### src/rtl/approx_add_pkg.sv
// Shared types and helpers for the approximate adder: mode encoding, saturating add and
// parameter-legality check used at elaboration.
package approx_add_pkg;

   typedef enum logic [1:0] {
      MODE_EXACT = 2'd0,
      MODE_TRUNC = 2'd1,
      MODE_LOA   = 2'd2,
      MODE_RSVD  = 2'd3
   } mode_e;

   // Unsigned a+b clamped to the all-ones value of a w-bit field (w in 1..64).
   function automatic logic [63:0] sat_add(input logic [63:0] a, input logic [63:0] b,
                                           input int unsigned w);
      logic [64:0] sum;
      logic [64:0] lim;
      sum = {1'b0, a} + {1'b0, b};
      lim = (65'd1 << w) - 65'd1;
      return (sum > lim) ? lim[63:0] : sum[63:0];
   endfunction

   function automatic bit params_ok(input int unsigned width, input int unsigned approx_bits,
                                    input int unsigned stages, input int unsigned err_w,
                                    input int unsigned cnt_w);
      return (width >= 1) && (approx_bits <= width) && (stages >= 1) &&
             (err_w >= 1) && (err_w <= 64) && (cnt_w >= 1) && (cnt_w <= 64);
   endfunction

endpackage

### src/rtl/approx_add_core.sv
// Combinational approximate adder: selects exact, truncated or lower-part-OR sum and reports
// the absolute distance from the exact sum.
module approx_add_core
   import approx_add_pkg::*;
#(
   parameter int unsigned WIDTH       = 8,
   parameter int unsigned APPROX_BITS = 4
) (
   input  logic [WIDTH-1:0] a_i,
   input  logic [WIDTH-1:0] b_i,
   input  logic [1:0]       mode_i,
   output logic [WIDTH:0]   sum_o,
   output logic [WIDTH:0]   err_o
);

   logic [WIDTH:0] exact;
   logic [WIDTH:0] trunc;
   logic [WIDTH:0] loa;

   assign exact = {1'b0, a_i} + {1'b0, b_i};

   if (APPROX_BITS == 0) begin : g_exact
      assign trunc = exact;
      assign loa   = exact;
   end else if (APPROX_BITS == WIDTH) begin : g_all
      assign trunc = '0;
      assign loa   = {a_i[WIDTH-1] & b_i[WIDTH-1], a_i | b_i};
   end else begin : g_split
      localparam int unsigned K  = APPROX_BITS;
      localparam int unsigned HW = WIDTH - APPROX_BITS;
      logic [HW:0] hsum;
      logic [HW:0] hsum_c;
      logic        cin;
      assign hsum   = {1'b0, a_i[WIDTH-1:K]} + {1'b0, b_i[WIDTH-1:K]};
      // LOA carry-in guesses the lower carry from the top approximated bit pair only
      assign cin    = a_i[K-1] & b_i[K-1];
      assign hsum_c = hsum + {{HW{1'b0}}, cin};
      assign trunc  = {hsum, {K{1'b0}}};
      assign loa    = {hsum_c, a_i[K-1:0] | b_i[K-1:0]};
   end

   always_comb begin
      sum_o = exact;
      case (mode_i)
         MODE_TRUNC: sum_o = trunc;
         MODE_LOA:   sum_o = loa;
         default:    sum_o = exact;
      endcase
   end

   assign err_o = (sum_o >= exact) ? (sum_o - exact) : (exact - sum_o);

endmodule

### src/rtl/approx_add_pipe.sv
// Pipelined approximate adder with valid/ready handshake and an error monitor that
// accumulates statistics over consumed results.
module approx_add_pipe
   import approx_add_pkg::*;
#(
   parameter int unsigned WIDTH       = 8,
   parameter int unsigned APPROX_BITS = 4,
   parameter int unsigned STAGES      = 2,
   parameter int unsigned ERR_W       = 24,
   parameter int unsigned CNT_W       = 16
) (
   input  logic             clk,
   input  logic             rst_n,
   input  logic             in_valid,
   output logic             in_ready,
   input  logic [WIDTH-1:0] in_a,
   input  logic [WIDTH-1:0] in_b,
   input  logic [1:0]       in_mode,
   output logic             out_valid,
   input  logic             out_ready,
   output logic [WIDTH:0]   out_sum,
   output logic [1:0]       out_mode,
   input  logic             err_clr,
   output logic [ERR_W-1:0] err_acc,
   output logic [CNT_W-1:0] err_cnt,
   output logic [WIDTH:0]   err_max
);

   if (!params_ok(WIDTH, APPROX_BITS, STAGES, ERR_W, CNT_W)) begin : g_bad_params
      $error("approx_add_pipe: illegal parameter combination");
   end

   logic             advance;
   logic             out_fire;
   logic [WIDTH:0]   core_sum;
   logic [WIDTH:0]   core_err;

   logic [STAGES-1:0] vld_q, vld_d;
   logic [WIDTH:0]    sum_q  [STAGES];
   logic [WIDTH:0]    sum_d  [STAGES];
   logic [WIDTH:0]    err_q  [STAGES];
   logic [WIDTH:0]    err_d  [STAGES];
   logic [1:0]        mode_q [STAGES];
   logic [1:0]        mode_d [STAGES];

   logic [ERR_W-1:0] acc_q, acc_d;
   logic [CNT_W-1:0] cnt_q, cnt_d;
   logic [WIDTH:0]   max_q, max_d;

   approx_add_core #(
      .WIDTH       (WIDTH),
      .APPROX_BITS (APPROX_BITS)
   ) u_core (
      .a_i    (in_a),
      .b_i    (in_b),
      .mode_i (in_mode),
      .sum_o  (core_sum),
      .err_o  (core_err)
   );

   // Whole pipeline moves as one; bubbles are kept so latency is fixed.
   assign out_valid = vld_q[STAGES-1];
   assign advance   = !out_valid || out_ready;
   assign in_ready  = advance;
   assign out_fire  = out_valid && out_ready;
   assign out_sum   = sum_q[STAGES-1];
   assign out_mode  = mode_q[STAGES-1];

   always_comb begin
      vld_d  = vld_q;
      sum_d  = sum_q;
      err_d  = err_q;
      mode_d = mode_q;
      if (advance) begin
         vld_d[0]  = in_valid;
         sum_d[0]  = core_sum;
         err_d[0]  = core_err;
         mode_d[0] = in_mode;
         for (int unsigned i = 1; i < STAGES; i++) begin
            vld_d[i]  = vld_q[i-1];
            sum_d[i]  = sum_q[i-1];
            err_d[i]  = err_q[i-1];
            mode_d[i] = mode_q[i-1];
         end
      end
   end

   always_ff @(posedge clk or negedge rst_n) begin
      if (!rst_n) begin
         vld_q <= '0;
         for (int unsigned i = 0; i < STAGES; i++) begin
            sum_q[i]  <= '0;
            err_q[i]  <= '0;
            mode_q[i] <= '0;
         end
      end else begin
         vld_q  <= vld_d;
         sum_q  <= sum_d;
         err_q  <= err_d;
         mode_q <= mode_d;
      end
   end

   // Clear has priority over a coincident handshake; that result is not counted.
   always_comb begin
      acc_d = acc_q;
      cnt_d = cnt_q;
      max_d = max_q;
      if (err_clr) begin
         acc_d = '0;
         cnt_d = '0;
         max_d = '0;
      end else if (out_fire) begin
         acc_d = ERR_W'(sat_add(64'(acc_q), 64'(err_q[STAGES-1]), ERR_W));
         cnt_d = CNT_W'(sat_add(64'(cnt_q), 64'd1, CNT_W));
         if (err_q[STAGES-1] > max_q) begin
            max_d = err_q[STAGES-1];
         end
      end
   end

   always_ff @(posedge clk or negedge rst_n) begin
      if (!rst_n) begin
         acc_q <= '0;
         cnt_q <= '0;
         max_q <= '0;
      end else begin
         acc_q <= acc_d;
         cnt_q <= cnt_d;
         max_q <= max_d;
      end
   end

   assign err_acc = acc_q;
   assign err_cnt = cnt_q;
   assign err_max = max_q;

endmodule

### config.mk
export PLATFORM = sky130hd
export DESIGN_NAME = approx_add_pipe
export DESIGN_NICKNAME = d
export VERILOG_FILES = /design/src/rtl/approx_add_pkg.sv /design/src/rtl/approx_add_core.sv /design/src/rtl/approx_add_pipe.sv
export SDC_FILE = /design/constraint.sdc
export NUM_CORES = 1
export LEC_CHECK = 0
export BUFFER_PORTS_ARGS = -buffer_cell sky130_fd_sc_hd__buf_2
export CORE_MARGIN = 2
export CORE_UTILIZATION = 30
export DETAILED_ROUTE_END_ITERATION = 8
export GPL_ROUTABILITY_DRIVEN = 0
export PLACE_DENSITY = 0.45
export REMOVE_ABC_BUFFERS = 1
export SLEW_MARGIN = 20
export SYNTH_ARGS = -nofsm -noshare
export SYNTH_HDL_FRONTEND = slang
export SYNTH_SLANG_ARGS = --single-unit
export TNS_END_PERCENT = 50
### constraint.sdc
create_clock -name clk -period 3.33 [get_ports clk]
set_input_delay 0.4995 -clock clk [delete_from_list [all_inputs] [get_ports clk]]
set_output_delay 0.4995 -clock clk [all_outputs]
set_load 0.01 [all_outputs]
# After elaboration in Yosys (flattened, before gate mapping)
# Cells that the tools add are included.
classes:
  n_eq_ne: 2
  addsub: 7
  reduce_logical: 6
  mux: 11
  n_bitwise: 2
  n_lt_le_gt_ge: 4
ops:
  columns: ["cell", "n"]
  rows:
  - ["$mux 24", 3]
  - ["$mux 16", 3]
  - ["$mux 9", 4]
  - ["$add 24x9->25", 1]
  - ["$gt 25x24->1 const B", 1]
  - ["$pmux 9 s2", 1]
  - ["$sub 9x9->9", 2]
  - ["$add 16x1->17 const B", 1]
  - ["$gt 17x16->1 const B", 1]
  - ["$add 8x8->9", 1]
  - ["$ge 9x9->1", 1]
  - ["$gt 9x9->1", 1]
  - ["$add 4x4->5", 1]
  - ["$add 5x1->5", 1]
  - ["$or 4x4->4", 1]
  - ["$reduce_bool 2->1", 2]
  - ["$eq 2x1->1 const B", 1]
  - ["$eq 2x2->1 const B", 1]
  - ["$reduce_and 2->1", 1]
  - ["$and 1x1->1", 1]
  - ["$logic_and 1x1->1", 1]
  - ["$logic_not 1->1", 1]
  - ["$logic_or 1x1->1", 1]
word_totals:
  word_cells: 42
  input_bits: 23
  register_bits: 91
  output_inout_bits: 62

# Longest topological paths before layout
# Gate-level depths: netlist of run 1.
logic_depth:
  depth_word: 5
  depth_mapped: 20
  mapped_depth_nobuf: 19

# By module
# A second synthesis of run 1 with hierarchy kept.
unflattened:
  hier_cells: 653
  area_unflattened_um2: 6242.2
by_module_without_submodules:
  columns: ["mod", "instances", "seq_area_each_um2", "cells_per_inst", "area_each_um2"]
  rows:
  - ["approx_add_pipe", 1, 2277.2, 438, 4674.5]
  - ["approx_add_core", 1, 0.0, 215, 1567.8]

# Worst setup path after synthesis of run 1
# OpenSTA, ideal clock, no wires.
synth_timing:
  kind: "input to register"
  startpoint: "in in_a[0]"
  endpoint: "reg err_q[17] in the netlist's numbering"
  path_stages: 18
  setup_ps: 129
  path_slack_ps: -821
  t_arrival_ps: 4022
  t_required_ps: 3201
  path_buffers: 0
  cell_sequence: "ha_1 fa_1 a21o_1 a21oi_1 o21ai_0 xor2_1 inv_1 a21oi_1 inv_1 ha_1 and4_4 a21boi_4 or3_1 o21ai_1 o32ai_1 a2111oi_2 xnor2_1 o21ai_1"
synth_between:
  elab_chain_cells: 4
  elab_cells_between_ends: 7
  classes_between: "3 x add/sub; 1 x order compare; 2 x mux; 1 x bitwise"
synth_rtl:
  columns: ["item", "line", "source"]
  rows:
  - ["start: declaration", "approx_add_pipe.sv:16", "input logic [WIDTH-1:0] in_a,"]
  - ["$add 8x8->9 (*)", "approx_add_core.sv:20", "assign exact = {1'b0, a_i} + {1'b0, b_i};"]
  - ["$pmux 9 s2 (*)", "approx_add_core.sv:44", "case (mode_i)"]
  - ["named net core_sum[6]", "approx_add_pipe.sv:35", "logic [WIDTH:0] core_sum;"]
  - ["$sub 9x9->9 or $ge 9x9->1 (tied branches)", "approx_add_core.sv:51", "assign err_o = (sum_o >= exact) ? (sum_o - exact) : (exact - sum_o);"]
  - ["$mux 9 (*)", "approx_add_core.sv:51", null]
  - ["end signal: assignment", "approx_add_pipe.sv:99", "err_q <= err_d;"]
  - ["end: declaration", "approx_add_pipe.sv:41", "logic [WIDTH:0] err_q [STAGES];"]
# The timed path passes the listed nets; every way through them passes the cells marked *.
# A chain may end at the register's enable or synchronous reset.

# Worst setup path in the final report of run 1
layout_timing:
  startpoint: "in in_a[0]"
  endpoint: "reg err_q[17] in the netlist's numbering"
layout_between:
  elab_chain_cells: 4
  elab_cells_between_ends: 7
  classes_between: "3 x add/sub; 1 x order compare; 2 x mux; 1 x bitwise"
layout_rtl:
  columns: ["item", "line"]
  rows:
  - ["$add 8x8->9 or $or 4x4->4 (tied branches)", "approx_add_core.sv:20, approx_add_core.sv:39"]
  - ["$pmux 9 s2", "approx_add_core.sv:44"]
  - ["$sub 9x9->9 or $ge 9x9->1 (tied branches)", "approx_add_core.sv:51"]
  - ["$mux 9 (*)", "approx_add_core.sv:51"]
# Every way passes the cells marked *; elsewhere a longest branch is shown, timed or not.

==> results of run 1 <==
-- cell type report --
cell class | instances | area share (%)
clock buffer | 10 | 2.84
clock inverter | 6 | 0.565
inverter | 59 | 2.63
multi-input combinational | 532 | 47.4
sequential | 91 | 27.1
tap | 270 | 4.02
timing repair buffer | 191 | 15.4
-- metal layers --
layer,part of all wire (%),routed length [um]
met1,43,7320
met2,51,8630
met3,3.4,569
met4,2.0,343
met5,0,0
-- per-stage QoR --
stage / cells / util [%] / area (um2) / power (W)
final: 1159 / 41.3 / 8410 / 0.00489
after global routing: 1159 / 41.3 / 8410 / 0.00524
after CTS: 1152 / 40.5 / 8240 / 0.00481
after detailed placement: 1124 / 36.8 / 7490 / 0.00352
after global placement: 1124 / 36.8 / 7490 / 0.00346
after floorplan: 682 / - / 6060 / 0.00275
-- cell usage after synthesis, types with 4 or more instances --
cell type / n / share of area [%]
a311oi_1: 11 / 1.5
nor3b_1: 10 / 1.2
fa_1: 6 / 1.9
a221oi_1: 5 / 0.70
o21a_1: 10 / 1.2
a31oi_1: 12 / 1.2
and3_1: 10 / 1.0
nand2_1: 103 / 6.2
buf_4: 13 / 1.6
nand3_1: 20 / 1.6
a21oi_1: 46 / 3.7
xor2_1: 8 / 1.1
ha_1: 53 / 11
nor2_1: 65 / 3.9
o21ai_0: 28 / 2.2
nor2b_1: 6 / 0.60
clkbuf_1: 20 / 1.2
a21o_1: 11 / 1.3
buf_2: 6 / 0.48
inv_1: 59 / 3.5
nor3_1: 11 / 0.88
nand2b_1: 5 / 0.50
o21ai_1: 4 / 0.32
o21bai_1: 5 / 0.60
xnor2_1: 17 / 2.4
mux2i_1: 15 / 2.4
a211oi_1: 21 / 2.5
dfrtp_1: 91 / 36
nand4_1: 5 / 0.50
-- logic make-up (layout without fill, tap and decap cells) --
| family | Yosys count | in the layout | synth area share (%) |
|---|---|---|---|
| flops | 91 | 91 | 36.3 |
| buf+inv | 101 | 266 | 7.05 |
| xor+xnor | 25 | 25 | 3.49 |
| fa+ha+maj | 59 | 59 | 12.5 |
| simple gates | 251 | 251 | 18.1 |
| compound gates | 179 | 179 | 19.7 |
| mux | 18 | 18 | 2.93 |
-- registers in the layout, summed over array words and instances (netlist names) --
register  flops
err_acc      24
err_cnt      16
err_max       9
err_q        18
mode_q        2
out_mode      2
out_sum       9
sum_q         9
vld_q         2
-- power by group --
group / total [W] / switching, W / internal, W
logic: 0.00239 / 0.00122 / 0.00117
clock network: 0.00100 / 0.000469 / 0.000532
registers: 0.00150 / 0.000180 / 0.00132
-- timing repair --
item	in CTS	in global routing
setup endpoints to repair	8	8
pin swaps	39	15
setup buffers	12	7
gates resized for setup	73	20
-- worst min path at each step --
stage | from | end | slack (ps) | cells after the start
floorplan | rst_n | err_acc[0] | 200 | 0
global placement | vld_q[0] | vld_q[0] | 440 | 2
detailed placement | vld_q[0] | vld_q[0] | 450 | 2
CTS | rst_n | err_cnt[8] | 130 | 1
global route | rst_n | err_cnt[8] | 160 | 1
finish | rst_n | err_cnt[8] | 110 | 1
==> reports/metrics.cfg, run 1 <==
[critical_path]
critPathTopFamily=compound AO/OA/AOI/OAI gates
r2r-end=err_acc[1]
rr_worst_depth=10
end_kind=flop
worstPathMaxFanout=5
rr_startpoint=err_q[0]
cp.arrival_ps=3890
endpoint=err_q[17]
r2r_setup_slack_ps=350
crit_chain=buf_8 > ha_4 > fa_2 > a21o_1 > a21oi_2 > o21ai_2 > xor2_1 > buf_4 > buf_4 > buf_4 > ha_4 > buf_4 > o21ai_2 > nor2_4 > o311ai_4 > a31oi_4 > o2bb2ai_4 > a2111oi_4 > xnor2_1 > o21ai_1
max_stage_delay_ps=440
crit_cells=20
worst-setup-path-type=in2reg
path_buf_inv=5
slowest_stage=o311ai_4
cp-startpoint=in_a[0]
cp.required_ps=3560
cp_common_cell=buf_4
critPathLaunchType=input pin

[finish]
ff_latch_area_um2=2280
layout_common_cells=nand2_1, buf_4, dfrtp_1, buf_2, nor2_1
syn2layout_area_growth_pct=33.9
final_net_count=966
multiInputGateArea_um2=3990
fillers=2045
drive_gt1_share_pct=31.7
antenna_cells=0

[cts]
ctsHoldBuffers=0
cts_buffers=9
cts_tree=built
cts_root_buf=clkbuf_16
cts_sinks=91
cts_buffer_depth=2
worstSkewPairLatency_ps=360
clkSlewWorstSetupHoldPaths_ps=70
htree_levels=3

[grt]
grt_use_met1_pct=18.6
grt_util_met3_pct=2.42
grt_max_degree=50
overflow=0
grt_pass1_vias=5789
grt_pass1_wl_um=27800
track_usage_pct=15.4
use_met2_pct=27.8
grt_antenna_before_repair=0
top_usage_layer=met2

[synth]
syn_area_um2=6280
synth_flop_cell=dfrtp_1
synth-edff-count=0
ys_seq_elements=91
ys_async_sr_fraction_pct=100
synth_seq_area_share_pct=36.3
synth_area_per_cell_um2=8.67
syn_inst=724
synth_cell_type_count=62
yosysWarnings=0

[timing]
hold_slack_ps=111
period_needed_ps=3670
totalNegativeSetupSlack_ps=-1560
slew_headroom_pct=35.3
rsz0062_at_grt=yes
max_freq_ghz=0.273
hold_viol_final=0
max_slew.worst_pin.slew_ps=971
fin_skew_ps=8.31
drv_slew=0
timing.final.ws_setup_ps=-336
finalSetupViolCount=8
period_share_pct=110

[die]
row_count=52
die_area_um2=22100
core_area_um2=20400
start_util_pct=30.8
num_io_pins=85
die_w_um=149
die_h_um=149

[place]
dp_slack_ps=-1120
port_buffers=84
dp_hpwl_um=12400

[outcome]
status=finished with violations
violations=negative setup slack

[drt]
routed_wl_um=16900
first_pass_iters=4
vias=5680
wl_per_cell_um=14.6
vias_per_cell=4.90
antenna_left=0
drc=0
drtIter0Drc=230

[hold_path]
hold_class=in2async

[power_and_ir_drop]
p_leak_nw=4.04
power_density_nw_per_um2=582
ir_drop_v=0.000213

[flow_run]
drv_cap=0

(Power assumes the default switching activity.)
==> inputs of run 2 (changes only) <==
--- a/config.mk
+++ b/config.mk
@@ -11,6 +11,7 @@
 export DETAILED_ROUTE_END_ITERATION = 8
 export GPL_ROUTABILITY_DRIVEN = 0
 export PLACE_DENSITY = 0.45
+export RECOVER_POWER = 100
 export REMOVE_ABC_BUFFERS = 1
 export SLEW_MARGIN = 20
 export SYNTH_ARGS = -nofsm -noshare
==> reports/metrics.cfg, run 2 (same netlist as run 1, synthesis figures left out) <==
[critical_path]
rr_worst_depth=10  ; unchanged
r2r-end=err_acc[1]
cp_common_cell=buf_4
cp.arrival_ps=3890  ; about the same
worstPathMaxFanout=5  ; unchanged
crit_chain=buf_8 > ha_4 > fa_2 > a21o_1 > a21oi_2 > o21ai_2 > xor2_1 > buf_4 > buf_4 > buf_4 > ha_4 > buf_4 > o21ai_2 > nor2_4 > o311ai_4 > a31oi_4 > o2bb2ai_4 > a2111oi_4 > xnor2_1 > o21ai_1
max_stage_delay_ps=440  ; about the same
cp-startpoint=in_a[0]
rr_startpoint=err_q[0]
end_kind=flop
cp.required_ps=3560  ; about the same
slowest_stage=o311ai_4
worst-setup-path-type=in2reg
r2r_setup_slack_ps=350  ; about the same
critPathLaunchType=input pin

[outcome]
status=finished with violations
violations=max-capacitance violations, max-slew violations, negative setup slack

[die]
num_io_pins=85  ; unchanged
start_util_pct=30.8  ; unchanged
die_h_um=149  ; unchanged
core_area_um2=20400  ; unchanged
die_area_um2=22100  ; unchanged
die_w_um=149  ; unchanged
row_count=52  ; unchanged

[cts]
cts_tree=built
ctsHoldBuffers=0  ; unchanged
clkSlewWorstSetupHoldPaths_ps=70  ; about the same
htree_levels=3  ; unchanged
cts_sinks=91  ; unchanged
cts_root_buf=clkbuf_16
cts_buffer_depth=2  ; unchanged
cts_buffers=9  ; unchanged
worstSkewPairLatency_ps=360  ; about the same

[finish]
largest_register_ffs=24  ; unchanged
final_net_count=966  ; unchanged
syn2layout_area_growth_pct=33.8
drive_gt1_share_pct=31.6  ; -0.11 points
ff_latch_area_um2=2280  ; unchanged
utilization_pct=41.3  ; -0.043 points
layout_common_cells=nand2_1, buf_4, dfrtp_1, buf_2, nor2_1
fillers=2047  ; +0.098%
multiInputGateArea_um2=3990  ; unchanged
final_common_cell=nand2_1
antenna_cells=0  ; unchanged

[timing]
max_slew.worst_pin.slew_ps=2150  ; +1170 ps
hold_slack_ps=345  ; +234 ps
max_freq_ghz=0.273  ; about the same
fin_skew_ps=8.23  ; -0.0766 ps
timing.final.ws_setup_ps=-337  ; -1.07 ps
drv_slew=39  ; +39
hold_viol_final=0  ; unchanged
rsz0062_at_grt=yes
totalNegativeSetupSlack_ps=-1570  ; -14.6 ps
period_share_pct=110  ; about the same
period_needed_ps=3670  ; +1.07 ps
slew_headroom_pct=-43.0  ; -78 points
finalSetupViolCount=8  ; unchanged

[place]
dp_slack_ps=-1120  ; unchanged
dp_hpwl_um=12400  ; unchanged
port_buffers=84  ; unchanged

[grt]
grt_antenna_before_repair=0  ; unchanged
overflow=0  ; unchanged
grt_pass1_wl_um=27800  ; unchanged
grt_max_degree=50  ; unchanged
track_usage_pct=15.4  ; unchanged
grt_pass1_vias=5789  ; unchanged

[hold_path]
hold_path_depth=3
hold_start=in_valid
min_to=vld_q[0]
hold_class=in2reg

[power_and_ir_drop]
ir_drop_v=0.000213  ; about the same
power_density_nw_per_um2=582  ; +0.13%
p_leak_nw=4.04  ; -0.12%

[drt]
wl_per_cell_um=14.6  ; about the same
antenna_left=0  ; unchanged
vias_per_cell=4.89  ; -0.12%
routed_wl_um=16900  ; about the same
drc=0  ; unchanged
drtIter0Drc=229  ; -0.43%
vias=5673  ; -0.12%
first_pass_iters=4  ; unchanged

[flow_run]
drv_cap=1  ; +1

-- run 2: through the flow --
stage	cells	cell area, um2	power, W
2_1_floorplan	682	6060	0.00275
3_3_place_gp	1124	7490	0.00346
3_5_place_dp	1124	7490	0.00352
4_1_cts	1152	8240	0.00481
5_1_grt	1159	8400	0.00524
6_report	1159	8400	0.00489
-- run 2: worst max path at each step --
stage / end / cells after the start
final: err_q[17] / 20
after global routing: err_q[17] / 18
after CTS: err_q[17] / 19
after detailed placement: err_q[17] / 19
after global placement: err_q[17] / 19
after floorplan: err_q[17] / 18
-- run 2: repair_timing --
item | in CTS | in global routing
endpoints found under the setup margin | 8 | 8
cloned | 0 | 0
gates resized for setup | 73 | 20
buffers inserted | 12 | 7
pin swaps | 39 | 15
-- run 2: where the power goes --
part	internal, W	switching [W]	leakage (nW)	total (W)
registers	0.00132	0.000181	1.18	0.00150
clock network	0.000532	0.000469	0.128	0.00100
logic	0.00117	0.00123	2.74	0.00239
total	0.00302	0.00187	4.04	0.00489
-- run 2: area by class of cell --
cell class / count / area share, %
multi-input cells: 532 / 47.5
repair buffers: 191 / 15.4
clock buffers: 10 / 2.84
clock inverters: 6 / 0.566
well taps: 270 / 4.02
inverters: 59 / 2.64
flip-flops and latches: 91 / 27.1
-- run 2: per-layer routing --
layer | up-vias | global-route usage, % | part of all wire, % | wire length [um]
met5 | - | 0 | 0 | 0
met2 | 105 | 27.8 | 51 | 8600
met1 | 2714 | 18.6 | 44 | 7360
met4 | 0 | 5.52 | 2.0 | 343
met3 | 23 | 2.42 | 3.4 | 576
li1 | 2831 | - | - | -
-- run 2: critical path: cells and delay by family --
family                     cells  cell delay (ps)
AOI/OAI and AO/OA              9             1650
adders and majority gates      3              730
buffers and inverters          5              620
xor gates and xnor gates       2              310
and+or+nand+nor                1               80
